--- src/rtl/seq_detector_prog_if.sv ---
// Bus bundle for the programmable sequence detector:
// serial input, runtime configuration and match outputs.
interface seq_detector_prog_if #(
    parameter int MAX_LEN = 16,
    parameter int CNT_W   = 8
);
    localparam int LEN_W = $clog2(MAX_LEN + 1);

    logic               din_valid;
    logic               din;
    logic               cfg_load;
    logic [MAX_LEN-1:0] cfg_pattern;
    logic [LEN_W-1:0]   cfg_len;
    logic               cfg_overlap;
    logic               detect;
    logic [CNT_W-1:0]   match_count;
    logic               cfg_err;

    modport master (
        output din_valid, din, cfg_load,
        output cfg_pattern, cfg_len, cfg_overlap,
        input  detect, match_count, cfg_err
    );

    modport slave (
        input  din_valid, din, cfg_load,
        input  cfg_pattern, cfg_len, cfg_overlap,
        output detect, match_count, cfg_err
    );
endinterface

--- src/rtl/seq_detector_prog.sv ---
// Runtime-programmable serial sequence detector with
// overlap select, one-cycle detect pulse and saturating count.
module seq_detector_prog #(
    parameter int MAX_LEN = 16,
    parameter int CNT_W   = 8
) (
    input logic              clk,
    input logic              rst,
    seq_detector_prog_if.slave bus
);
    localparam int LEN_W = $clog2(MAX_LEN + 1);
    localparam logic [LEN_W-1:0] LEN_MAX = LEN_W'(MAX_LEN);
    localparam logic [LEN_W-1:0] LEN_RST = LEN_W'(4);
    localparam logic [MAX_LEN-1:0] PAT_RST = MAX_LEN'(4'b1000);

    logic [MAX_LEN-1:0] hist;
    logic [MAX_LEN-1:0] hist_n;
    logic [MAX_LEN-1:0] pat;
    logic [MAX_LEN-1:0] mask;
    logic [LEN_W-1:0]   fill;
    logic [LEN_W-1:0]   fill_n;
    logic [LEN_W-1:0]   len;
    logic               ovl;
    logic               match;
    logic               cfg_ok;
    logic               detect_q;
    logic               cfg_err_q;
    logic [CNT_W-1:0]   cnt_q;

    assign bus.detect      = detect_q;
    assign bus.match_count = cnt_q;
    assign bus.cfg_err     = cfg_err_q;

    // Next history/fill and the masked compare of the newest len bits
    always_comb begin
        hist_n = {hist[MAX_LEN-2:0], bus.din};
        fill_n = (fill == LEN_MAX) ? fill : fill + LEN_W'(1);
        mask   = ~({MAX_LEN{1'b1}} << len);
        match  = (fill_n >= len) && (((hist_n ^ pat) & mask) == '0);
        cfg_ok = (bus.cfg_len != '0) && (bus.cfg_len <= LEN_MAX);
    end

    // Config load beats data; a match in non-overlap mode empties fill
    always_ff @(posedge clk) begin
        if (rst) begin
            hist      <= '0;
            fill      <= '0;
            pat       <= PAT_RST;
            len       <= LEN_RST;
            ovl       <= 1'b1;
            detect_q  <= 1'b0;
            cnt_q     <= '0;
            cfg_err_q <= 1'b0;
        end else if (bus.cfg_load) begin
            detect_q <= 1'b0;
            if (cfg_ok) begin
                pat       <= bus.cfg_pattern;
                len       <= bus.cfg_len;
                ovl       <= bus.cfg_overlap;
                fill      <= '0;
                cnt_q     <= '0;
                cfg_err_q <= 1'b0;
            end else begin
                cfg_err_q <= 1'b1;
            end
        end else if (bus.din_valid) begin
            hist     <= hist_n;
            detect_q <= match;
            if (match) begin
                if (cnt_q != '1)
                    cnt_q <= cnt_q + CNT_W'(1);
                fill <= ovl ? fill_n : '0;
            end else begin
                fill <= fill_n;
            end
        end else begin
            detect_q <= 1'b0;
        end
    end
endmodule

--- src/flat_wrapper.sv ---
// flat-port wrapper written by rule: the top's interface ports become plain ports
module seq_detector_prog_flat 
#(
    parameter int MAX_LEN = 16,
    parameter int CNT_W   = 8
)
  (clk, rst, bus_din_valid, bus_din, bus_cfg_load, bus_cfg_pattern, bus_cfg_len, bus_cfg_overlap, bus_detect, bus_match_count, bus_cfg_err);
  seq_detector_prog_if #(.MAX_LEN(MAX_LEN), .CNT_W(CNT_W)) bus_i ();
  input logic clk;
  input logic rst;
  input wire logic [$bits(bus_i.din_valid)-1:0] bus_din_valid;
  input wire logic [$bits(bus_i.din)-1:0] bus_din;
  input wire logic [$bits(bus_i.cfg_load)-1:0] bus_cfg_load;
  input wire logic [$bits(bus_i.cfg_pattern)-1:0] bus_cfg_pattern;
  input wire logic [$bits(bus_i.cfg_len)-1:0] bus_cfg_len;
  input wire logic [$bits(bus_i.cfg_overlap)-1:0] bus_cfg_overlap;
  output wire logic [$bits(bus_i.detect)-1:0] bus_detect;
  output wire logic [$bits(bus_i.match_count)-1:0] bus_match_count;
  output wire logic [$bits(bus_i.cfg_err)-1:0] bus_cfg_err;
  assign bus_i.din_valid = bus_din_valid;
  assign bus_i.din = bus_din;
  assign bus_i.cfg_load = bus_cfg_load;
  assign bus_i.cfg_pattern = bus_cfg_pattern;
  assign bus_i.cfg_len = bus_cfg_len;
  assign bus_i.cfg_overlap = bus_cfg_overlap;
  assign bus_detect = bus_i.detect;
  assign bus_match_count = bus_i.match_count;
  assign bus_cfg_err = bus_i.cfg_err;
  seq_detector_prog #(.MAX_LEN(MAX_LEN), .CNT_W(CNT_W)) u_core (.clk(clk), .rst(rst), .bus(bus_i));
endmodule
--- config.mk ---
export PLATFORM = sky130hd
export DESIGN_NAME = seq_detector_prog_flat
export DESIGN_NICKNAME = d
export VERILOG_FILES = /design/src/rtl/seq_detector_prog_if.sv /design/src/rtl/seq_detector_prog.sv /design/src/flat_wrapper.sv
export SDC_FILE = /design/constraint.sdc
export NUM_CORES = 1
export LEC_CHECK = 0
export CORE_ASPECT_RATIO = 0.9
export CORE_MARGIN = 1
export CORE_UTILIZATION = 40
export CTS_BUF_LIST = sky130_fd_sc_hd__clkbuf_4
export CTS_CLUSTER_SIZE = 10
export DETAILED_ROUTE_END_ITERATION = 12
export GPL_TIMING_DRIVEN = 0
export PLACE_DENSITY = 0.74
export SLEW_MARGIN = 20
export SYNTH_ARGS = -nofsm -noshare
export SYNTH_HDL_FRONTEND = slang
export SYNTH_SLANG_ARGS = --single-unit
export TNS_END_PERCENT = 50
--- constraint.sdc ---
create_clock -name clk -period 2.7 [get_ports clk]
set_input_delay 0.54 -clock clk [delete_from_list [all_inputs] [get_ports clk]]
set_output_delay 0.54 -clock clk [all_outputs]
set_load 0.01 [all_outputs]
==> results.cfg <==
[status]
status = finished clean

[pwr]
p_leak_nw = 1.19
ir_drop_uv = 251
p_per_area_nw_per_um2 = 429

[synth]
synth_top_family_by_area = simple AND/OR/NAND/NOR gates
synth.area.top_cells = dfxtp_1 40%, nand2_1 13%, a21oi_1 8.2%
yosys_warnings = 0
synth_xor_area_share_pct = 6.70
synthesis.area_um2 = 2610
ys_seq_area_share_pct = 39.8
async_flop_share_pct = 0
synth_compound_area_share_pct = 16.9
synth-edff-count = 0
yosysTopAreaCell = dfxtp_1
synth.avg_cell_area_um2 = 7.92
synthSimpleGateAreaFrac_pct = 24.0
synth_cell_types = 45
yosysMostFrequentCell = nand2_1
synthFlopType = dfxtp_1
syn-num-nets = 365
synth_common_cells = 90 x nand2_1, 52 x dfxtp_1, 43 x a21oi_1
synth_mux_area_share_pct = 3.45
postSynthCellCount = 330
synth-seq-cells = 52
yosys.area_share.adder_pct = 4.21
synth_top_area_share_pct = 39.8

[detailed_routing]
num_vias = 2396
routed_wl_um = 6290
drc = 0
drt-initial-drc-count = 174
wire_per_inst_um = 13.5
viasPerCell = 5.15
first_pass_iters = 4
drtAntennaViolNets = 0

[die]
io_pins = 37
die_w_um = 87.2
core_area_um2 = 6220
rows = 27
dieArea_um2 = 6860
fp.dieH_um = 78.7
start_util_pct = 42.0

[timing]
finalSetupViolations = 0
timing.final.crit_share_pct = 97.5
min_period_ns = 2.63
clock_skew_ns = 0.0139
setup_ws_ns = 0.0688
fin_setup_tns_ns = 0
relSlewSlack_pct = 58.6
clock.fmax_mhz = 380
worst_pin_slew_ns = 0.621
hold_viol_final = 0
slew_violations = 0

[place]
gp_congestion = 0.827
placed_cell_area_um2 = 3070
hpwl_um = 4430
dp_cells = 452
place_ws_ns = -0.363
io_buffers = 35

[clock_tree]
h-tree-depth = 2
numClockSinks = 52
clk_pin_slew_ns = 0.15
cts_inserted_buffers = 5
clock-root-buffer = clkbuf_4
clock_latency_ns = 0.37
clockBufferDepth = 2
tritoncts = yes
hold_buffers = 0

[global_routing]
antenna_found_initial = 0
grt_first_pass_wirelength_um = 9990
grt_pass1_vias = 2103
grt_max_degree = 15
grt_usage_pct = 18.5
grt_overflow = 0

[cells_and_area]
drive_gt1_share_pct = 10.1
syn_to_final_growth_pct = 22.8
utilization_pct = 51.6
design_area_um2 = 3210
layout.nets = 412
antenna_cells = 0
instances_no_fill = 465

[worst_hold_path]
hold_path_class = reg -> reg
hold_start = u_core.pat[2]$_SDFFE_PP0P_

[setup_path]
end_kind = register
startpoint = u_core.len[1]$_SDFFE_PP0P_
worstPathRequired_ns = 2.98
worstSetupPathType = reg -> reg
cp_max_fo = 10
worstPathArrival_ns = 2.91
startpoint_type = register
rr_startpoint = u_core.len[1]$_SDFFE_PP0P_

[run]
maxCapViolations = 0
## kinds of logic (layout without fill, tap and decap cells)
logic type | after synthesis | count (layout)
and+or+nand+nor | 140 | 140
AOI/OAI and AO/OA | 73 | 73
DFF | 52 | 52
buffers and inverters | 29 | 77
xor gates and xnor gates | 20 | 20
adders and majority gates | 9 | 9
muxes | 7 | 7
## final cells by class
| cell class | count | area [µm²] |
|---|---|---|
| multi-input cells | 249 | 1480 |
| clock inverters | 1 | 3.75 |
| flip-flops and latches | 52 | 1040 |
| well taps | 87 | 109 |
| fillers | 622 | 3010 |
| inverters | 10 | 37.5 |
| plain buffers | 18 | 83.8 |
| clock buffers | 7 | 52.6 |
| repair buffers | 41 | 395 |
## state kept, by name (all words and copies together) (netlist names)
signal                  flops
u_core.bus.cfg_err          1
u_core.bus.match_count      8
u_core.pat                 16
u_core.ovl                  1
u_core.fill                 5
u_core.bus.detect           1
u_core.len                  5
u_core.hist                15
## report_power, final
part	leakage [nW]	internal, W	total [W]	switching, W
sequential	0.423	0.000789	0.000810	0.0000207
clock	0.0338	0.000121	0.000361	0.000240
combinational	0.737	0.0000970	0.000205	0.000108
## cells in the final DEF (no fill, tap or decap), types with 2 or more instances in the layout
cell and n:
mux2i_1 3, nand3b_1 3, nand2_1 90, o21ai_0 7, nand2b_1 2, or4_1 2
o21a_1 2, buf_4 6, clkbuf_4 7, dfxtp_1 49, dfxtp_2 3, nor2_1 12
xnor2_1 12, o41ai_1 3, clkdlybuf4s50_1 35, nor3b_1 4, nor3_1 5, a31oi_1 3
and3_1 3, clkbuf_1 13, inv_1 9, ha_1 7, mux2_4 4, buf_1 2
a31o_2 2, a21oi_1 42, nor2b_1 3, buf_6 2, xor2_1 8, nand3_1 7
## per-layer routing
layer  wire, µm  GRT usage (%)  part of all wire [%]
met1       2910           24.8                    46
met2       2920           30.1                    46
met3        350           3.36                   5.6
met4        107           5.57                   1.7
met5          0              0                     0
## path summary, 6_finish.rpt
check,end,slack [ns],cells past startpoint
max reg2reg,u_core.bus.match_count[4]$_SDFFE_PP0P_,0.07,8
min,u_core.pat[2]$_SDFFE_PP0P_,0.48,2
min reg2reg,u_core.pat[2]$_SDFFE_PP0P_,0.48,2
max,u_core.bus.match_count[4]$_SDFFE_PP0P_,0.07,8
## per-stage QoR
step                hold slack, ns  total power (W)
floorplan                    0.439         0.000934
global placement             0.455          0.00101
detailed placement           0.458          0.00101
CTS                          0.481          0.00137
global route                 0.498          0.00144
finish                       0.482          0.00138
## timing repair
| item | in CTS | in global routing |
|---|---|---|
| resized for setup | 0 | 15 |
| setup endpoints to repair | 0 | 31 |
| setup buffers | 0 | 6 |
## critical path: stages (launching register included)
cell      delay (ns)
dfxtp_1         0.33
buf_6           0.13
a211o_4         0.33
a222oi_1        0.36
a31oi_1         0.15
a2111o_1        0.45
or3_1           0.35
buf_6           0.15
mux2_4          0.29
Power figures use the tool's default switching activity.
